$ cat src/rtl/anti_rebote_pkg.sv
// Shared constants for the push-button debouncer.
package anti_rebote_pkg;

  // 50 us at 100 MHz; real boards usually want about 5 ms.
  localparam int unsigned DEFAULT_STABLE_CYCLES = 5000;

endpackage

$ cat src/rtl/sync_2ff.sv
// Two-flop synchronizer for a single asynchronous level, synchronous reset to 0.
module sync_2ff (
  input  logic clk,
  input  logic rst,
  input  logic d,
  output logic q
);

  logic meta;

  always_ff @(posedge clk) begin
    if (rst) begin
      meta <= 1'b0;
      q    <= 1'b0;
    end else begin
      meta <= d;
      q    <= meta;
    end
  end

endmodule

$ cat src/rtl/anti_rebote.sv
// Push-button debouncer: btn_out follows the synchronized button level only
// after that level has differed from btn_out for STABLE_CYCLES consecutive cycles.
module anti_rebote
  import anti_rebote_pkg::*;
#(
  parameter int unsigned STABLE_CYCLES = DEFAULT_STABLE_CYCLES,
  parameter int unsigned CNT_W         = $clog2(STABLE_CYCLES + 1)
) (
  input  logic clk,
  input  logic rst,
  input  logic btn_in,
  output logic btn_out
);

  localparam logic [CNT_W-1:0] CNT_LAST = CNT_W'(STABLE_CYCLES - 1);

  logic             sync1;
  logic [CNT_W-1:0] counter;
  logic [CNT_W-1:0] counter_next;
  logic             btn_next;

  sync_2ff u_sync (
    .clk (clk),
    .rst (rst),
    .d   (btn_in),
    .q   (sync1)
  );

  // Any sample matching btn_out restarts the stability window.
  always_comb begin
    counter_next = '0;
    btn_next     = btn_out;
    if (sync1 != btn_out) begin
      if (counter == CNT_LAST) begin
        btn_next = sync1;
      end else begin
        counter_next = counter + CNT_W'(1);
      end
    end
  end

  always_ff @(posedge clk) begin
    if (rst) begin
      counter <= '0;
      btn_out <= 1'b0;
    end else begin
      counter <= counter_next;
      btn_out <= btn_next;
    end
  end

endmodule

$ cat config.mk
export PLATFORM = sky130hd
export DESIGN_NAME = anti_rebote
export DESIGN_NICKNAME = d
export VERILOG_FILES = /design/src/rtl/anti_rebote_pkg.sv /design/src/rtl/sync_2ff.sv /design/src/rtl/anti_rebote.sv
export SDC_FILE = /design/constraint.sdc
export NUM_CORES = 1
export LEC_CHECK = 0
export CAP_MARGIN = 10
export CELL_PAD_IN_SITES_DETAIL_PLACEMENT = 1
export CELL_PAD_IN_SITES_GLOBAL_PLACEMENT = 1
export CORE_MARGIN = 4
export CORE_UTILIZATION = 30
export DETAILED_ROUTE_END_ITERATION = 12
export PLACE_DENSITY = 0.61
export SLEW_MARGIN = 20
export SYNTH_ARGS = -nofsm -noshare
export SYNTH_HDL_FRONTEND = slang
export SYNTH_SLANG_ARGS = --single-unit
$ cat constraint.sdc
create_clock -name clk -period 4.86 [get_ports clk]
set_input_delay 0.486 -clock clk [delete_from_list [all_inputs] [get_ports clk]]
set_output_delay 0.486 -clock clk [all_outputs]
set_load 0.02 [all_outputs]
# Word level (Yosys, flattened, before mapping)
# Index checks and enable logic that the tools add are counted.
# word_totals
ff_bits	16
latch_bits	0
ramBits	0
mem_bits_ro	0
input_bits	3
output_inout_bits	1
elab_cells	10
memories	0
# op_classes
add_sub_neg	1
multipliers	0
div_mod_pow	0
magnitude_cmp	0
eq_ne	2
shifts	0
n_mux	0
n_bitwise	1
reduce_logical	2
# ops
operator	count
$add A13 B1 Y13 const B	1
$eq A13 B13 Y1 const B	1
$reduce_or A3 Y1	1
$reduce_and A2 Y1	1
$ne A1 B1 Y1	1
$not A1 Y1	1

# Logic depth before layout (Yosys ltp)
# Gate-level depths: netlist of the first run.
# depth
ltp_word	3
depth_mapped	6
depth_no_buf	5

# Hierarchy
# A second synthesis of the first run with hierarchy kept.
# unflattened
hier_cells	72
hier_area_um2	660.6
# modules_own_cells
module	instances	cells_per_inst	area_per_inst_um2	seq_area_each_um2
anti_rebote	1	68	608.1	280.3
sync_2ff	1	4	52.6	40.0

# Worst setup path after synthesis of the first run
# No wires, ideal clock.
# synth_timing
path_type	reg-to-reg
start	register counter[4]
end	register counter[10]
setup_ns	0.115
arrival_time_ns	1.503
required_ns	4.745
path_slack_ns	3.243
stages_incl_launch_ff	6
n_path_buf	1
period_less_slack_ns	1.617
cell_sequence	dfxtp_1 or4_1 nor4_2 or3_2 buf_6 nor2_1
# synth_between
elab_chain_len	2
word_cells_on_any_way	3
cone_classes	1 x add/sub; 1 x eq/ne; 1 x reduce/logical
# synth_rtl
element	line	rtl
start, declared	anti_rebote.sv:18	logic [CNT_W-1:0] counter;
start signal, assigned	anti_rebote.sv:47	counter <= counter_next;
parallel branches: the longest is 2 deep, another holds $add A13 B1 Y13	n/a	
# Several ways; the timed one is not identified.
# A chain may end at the register's enable or synchronous reset.

# Worst setup path after layout of the first run
# layout_timing
start	register counter[4]
end	register counter[2]
# layout_between
elab_chain_len	2
# layout_rtl
element	line	rtl
$eq A13 B13 Y1	anti_rebote.sv:34	if (counter == CNT_LAST) begin
$reduce_or A3 Y1 (no line)	n/a	
# No other way between the ends.

==> flow_metrics.tcl, run 1 <==
set metrics [dict create \
    post_drt_wl_per_cell_um 11.2 \
    dp_hpwl_um 907 \
    clk_latency_ps 280 \
    multiInputGateArea_um2 314 \
    port_buffers 3 \
    ys_top_cells_by_area "dfxtp_1, xnor2_1, nor2_1" \
    cts_tree "done" \
    cts-resized-gates 0 \
    nets 83 \
    syn_area_per_cell_um2 9.18 \
    tightestPinTransition_ps 303 \
    drive_above_1_share 0.0897 \
    rows 16 \
    io_pins 4 \
    hold_slack_ps 457 \
    cts_inserted_buffers 3 \
    start_kind "flip-flop" \
    h-tree-depth 1 \
    placed_cell_area_um2 713 \
    antenna_left 0 \
    fin_crit_ps 1770 \
    finalHoldViolations 0 \
    die_x_um 54.9 \
    fillers 246 \
    end_kind "flip-flop" \
    ys_seq_area_frac 0.485 \
    area_delta_synth_final_pct 13.4 \
    max_clock_freq_mhz 564 \
    grt.total_usage 0.104 \
    synth-seq-cells 16 \
    hold_path_class "flip-flop to flip-flop" \
    cellPowerDensity_nw_per_um2 297 \
    synth_top_area_share 0.485 \
    routed_via_density 4.57 \
    arrival_ps 1940 \
    yosysWarnings 0 \
    grt_max_degree 14 \
    initial_core_util 0.327 \
    grt-ovfl-total 0 \
    layout.area.seq_um2 320 \
    diodes 0 \
    drc 0 \
    vias 480 \
    place_inst 101 \
    grt_pass1_vias 514 \
    drt_iter0_drc 4 \
    worst_path_max_delay_cell "or4_1" \
    syn-num-nets 76 \
    clock_sinks 16 \
    setup_viol 0 \
    critPathRequiredTime_ps 5030 \
    routed_wirelength_um 1180 \
    ctsHoldBuffers 0 \
    antenna_found_initial 0 \
    clockBufferDepth 2 \
    tns_ps 0 \
    postCtsSetupRepairBufs 0 \
    p_leak_nw 0.222 \
    final_area_um2 749 \
    core_um2 2020 \
    die_h_um 54.9 \
    cpPeakStageDelay_ps 540 \
    final_max_slew_viol_count 0 \
    path_class "flip-flop to flip-flop" \
    grt_first_pass_wirelength_um 2260 \
    place_congestion 0.703 \
    ctsRootBufferMaster "clkbuf_4" \
    slew_headroom 0.796 \
    crit_path_cell_trace "or4_1 -> nor4_2 -> or3_2 -> nor2_1" \
    synthCells 72 \
    maxCapViolations 0 \
    syn_area_um2 661 \
    dr.pass1.iters 3 \
    finalCritPeriodShare 0.365 \
    synth.distinct_cells 19 \
    fin_skew_ps 5.45 \
    dieArea_um2 3020 \
    peakVddDrop_mv 0.160 \
    cp_max_fo 13 \
    status "completed" \
    clk_pin_slew_ps 100 \
    post_layout_nonfiller_instances 105 \
    rsz0062_at_grt "false" \
    synth_top_area_cell "dfxtp_1" \
]
[kinds of logic after synthesis]
group / synth area share
flops: 0.485
buf+inv: 0.0398
simple gates: 0.282
fa+ha+maj: 0.0189
mux: 0.0152
xor+xnor: 0.159
[state kept, by name (all words and copies together) (netlist names)]
name         count
u_sync.meta      1
btn_out          1
u_sync.q         1
counter         13
[critical path, delay by kind of cell, from the launching register on]
kind / cells / cell delay [ps]
flops: 1 / 360
simple gates: 4 / 1310
[cell usage in the layout, fill, tap and decap left out, types with 2 or more instances in the layout]
master | netlist | layout
clkdlybuf4s50_1 | 0 | 3
nand4_1 | 2 | 2
xnor2_1 | 10 | 10
nand2_1 | 2 | 2
clkbuf_4 | 0 | 3
xor2_1 | 2 | 2
nor3_1 | 4 | 4
nor2b_1 | 2 | 2
nor2_1 | 16 | 16
dfxtp_1 | 16 | 16
nand3_1 | 5 | 5
inv_1 | 4 | 4
[report_power, final]
part	switching (mW)	internal [mW]
registers	0.000556	0.132
clock network	0.0405	0.0455
logic	0.00174	0.00231
[layout make-up]
cell class | count | share of cell area
sequential | 16 | 0.427
multi-input combinational | 51 | 0.419
clock buffer | 4 | 0.0484
tap | 27 | 0.0451
timing repair buffer | 3 | 0.0401
inverter | 4 | 0.0200
[metrics by stage]
stage	worst slack (ps)	utilization	power (mW)
finish	3090	0.371	0.223
detailed placement	3000	0.353	0.140
floorplan	3240	-	0.138
global route	2910	0.371	0.234
global placement	3070	0.353	0.140
CTS	3040	0.371	0.226
[layer usage]
layer  routed length, um  share of wire  vias up  GRT usage
met4                   9         0.0077        0     0.0486
met1                 574           0.49      231      0.134
met3                  19          0.016        2     0.0161
li1                    -              -      246          -
met5                   0              0        -          0
met2                 573           0.49        1      0.169
[final timing paths]
check | cells after the start | end | slack [ps] | start
setup / recovery | 4 | counter[2]$_SDFF_PP0_ | 3090 | counter[4]$_SDFF_PP0_
hold / removal | 1 | u_sync.q$_SDFF_PP0_ | 460 | u_sync.meta$_SDFF_PP0_
setup reg to reg | 4 | counter[2]$_SDFF_PP0_ | 3090 | counter[4]$_SDFF_PP0_
hold reg to reg | 1 | u_sync.q$_SDFF_PP0_ | 460 | u_sync.meta$_SDFF_PP0_
[Yosys cell counts]
cell type  instances
nor3_1             4
dfxtp_1           16
nor4_2             1
or3_2              1
nor2_1            16
xor2_1             2
and3_1             1
buf_6              1
nand4_1            2
nand3_1            5
inv_1              4
xnor2_1           10
nor2b_1            2
nand2_1            2
mux2i_1            1
or3b_2             1
ha_1               1
nor4_1             1
or4_1              1
Note: power is estimated with default switching activity, not from simulation.
==> inputs of run 2 (changes only) <==
==> constraint.sdc (replaced) <==
create_clock -name clk -period 1.86 [get_ports clk]
set_input_delay 0.186 -clock clk [delete_from_list [all_inputs] [get_ports clk]]
set_output_delay 0.186 -clock clk [all_outputs]
set_load 0.02 [all_outputs]
==> run 2 against run 1 <==
  * Via count decreased by 0.83%
  * Global-route usage fell by 0.056 points
  * Non-clock buffer count is the same
  * Flip-flop and latch count stayed put
  * Routed wire length rose by 2.4%
  * Clock power grew to 2.6 times the previous value
  * Sequential share of layout area did not move
  * Count of clock-buffer cells in the layout is the same
  * Power increased to 2.6 times the previous value
  * Sequential power increased to 2.6 times the previous value
  * Die area is the same
  * Cell count unchanged
  * Critical path type unchanged
  * Largest cell class unchanged
==> flow_metrics.tcl, run 2 (synthesis results as in run 1) <==
set metrics [dict create \
    hold_slack_ps 451 \
    r2r_cells 4 \
    peakVddDrop_mv 0.299 \
    clock_sinks 16 \
    drive_above_1_share 0.0897 \
    post_drt_wl_per_cell_um 11.5 \
    rows 16 \
    fin_skew_ps 2.18 \
    path_class "flip-flop to flip-flop" \
    cp.depth 4 \
    final_area_um2 749 \
    crit_path_cell_trace "or4_1 -> nor4_2 -> or3_2 -> nor2_1" \
    antenna_found_initial 0 \
    largest_reg_flops 13 \
    grt_first_pass_wirelength_um 2100 \
    min_from "u_sync.meta$_SDFF_PP0_" \
    power_mw 0.583 \
    tns_ps 0 \
    grt_pass1_vias 495 \
    cts_inserted_buffers 3 \
    critPathRequiredTime_ps 2030 \
    grt.total_usage 0.104 \
    max_clock_freq_mhz 580 \
    h-tree-depth 1 \
    grt_max_degree 14 \
    layout.area.seq_um2 320 \
    antenna_left 0 \
    ctsHoldBuffers 0 \
    whs_endpoint "u_sync.q$_SDFF_PP0_" \
    cts_tree "done" \
    multiInputGateArea_um2 314 \
    crit_family "simple AND/OR/NAND/NOR gates" \
    die_h_um 54.9 \
    hold_path_class "flip-flop to flip-flop" \
    cts-resized-gates 0 \
    cp_num_buf_inv 0 \
    ctsRootBufferMaster "clkbuf_4" \
    rsz0062_at_grt "false" \
    routed_wirelength_um 1200 \
    final_max_slew_viol_count 0 \
    place_congestion 0.714 \
    status "completed" \
    worst_path_max_delay_cell "or4_1" \
    area_delta_synth_final_pct 13.4 \
    r2r_start "counter[4]$_SDFF_PP0_" \
    core_um2 2020 \
    dp_slack_ps 103 \
    cp_max_fo 13 \
    whs_path_depth 1 \
    io_pins 4 \
    port_buffers 3 \
    final_cell_mix "nor2_1, dfxtp_1, xnor2_1, nand3_1" \
    fin_crit_ps 1730 \
    cellPowerDensity_nw_per_um2 778 \
    dieArea_um2 3020 \
    die_x_um 54.9 \
    end_kind "flip-flop" \
    p_leak_nw 0.222 \
    top_register "counter" \
    maxCapViolations 0 \
    drc 0 \
    nets 83 \
    grt-ovfl-total 0 \
    slew_headroom 0.784 \
    start_kind "flip-flop" \
    setup_viol 0 \
    r2r-end "counter[8]$_SDFF_PP0_" \
    clockBufferDepth 2 \
    placed_cell_area_um2 713 \
    clk_pin_slew_ps 90 \
    clk_latency_ps 280 \
    initial_core_util 0.327 \
    fillers 249 \
    diodes 0 \
    dr.pass1.iters 4 \
    dp_hpwl_um 935 \
    finalHoldViolations 0 \
    routed_via_density 4.53 \
    arrival_ps 1900 \
    postCtsSetupRepairBufs 0 \
    tightestPinTransition_ps 321 \
    cpPeakStageDelay_ps 520 \
    r2r_setup_slack_ps 130 \
    final.setup.worst_slack_ps 135 \
    vias 476 \
    finalCritPeriodShare 0.927 \
    drt_iter0_drc 6 \
]
run 2: cell counts in the layout (fill, tap and decap cells not counted):
No cell type changed its count.
run 2: how the worst max path moves through the flow:
stage,from,slack [ps],to
after floorplan,counter[4]$_SDFF_PP0_,240,counter[10]$_SDFF_PP0_
after global placement,counter[4]$_SDFF_PP0_,160,counter[8]$_SDFF_PP0_
after detailed placement,counter[4]$_SDFF_PP0_,100,counter[8]$_SDFF_PP0_
after CTS,counter[4]$_SDFF_PP0_,90,counter[8]$_SDFF_PP0_
after global routing,counter[4]$_SDFF_PP0_,8,counter[9]$_SDFF_PP0_
final,counter[4]$_SDFF_PP0_,130,counter[8]$_SDFF_PP0_
run 2: through the flow:
stage | std cells | util
3_5_place_dp | 101 | 0.353
2_1_floorplan | 72 | -
5_1_grt | 105 | 0.371
4_1_cts | 105 | 0.371
6_report | 105 | 0.371
3_3_place_gp | 101 | 0.353
run 2: layer usage:
metal  part of all wire  global-route usage  up-vias
li1                   -                   -      251
met1               0.48               0.118      222
met2               0.49               0.169        1
met3              0.021              0.0241        2
met4              0.015              0.0729        0
met5                  0                   0        -
run 2: power breakdown:
part | switching, mW | total, mW | internal, mW
combinational | 0.00429 | 0.0104 | 0.00607
clock | 0.107 | 0.226 | 0.119
sequential | 0.00136 | 0.346 | 0.345
total | 0.113 | 0.583 | 0.470
run 2: final cells by class:
| class | count | area share |
|---|---|---|
| Tap cell | 27 | 0.0451 |
| Sequential cell | 16 | 0.427 |
| Clock buffer | 4 | 0.0484 |
| Timing Repair Buffer | 3 | 0.0401 |
| Multi-Input combinational cell | 51 | 0.419 |
| Inverter | 4 | 0.0200 |
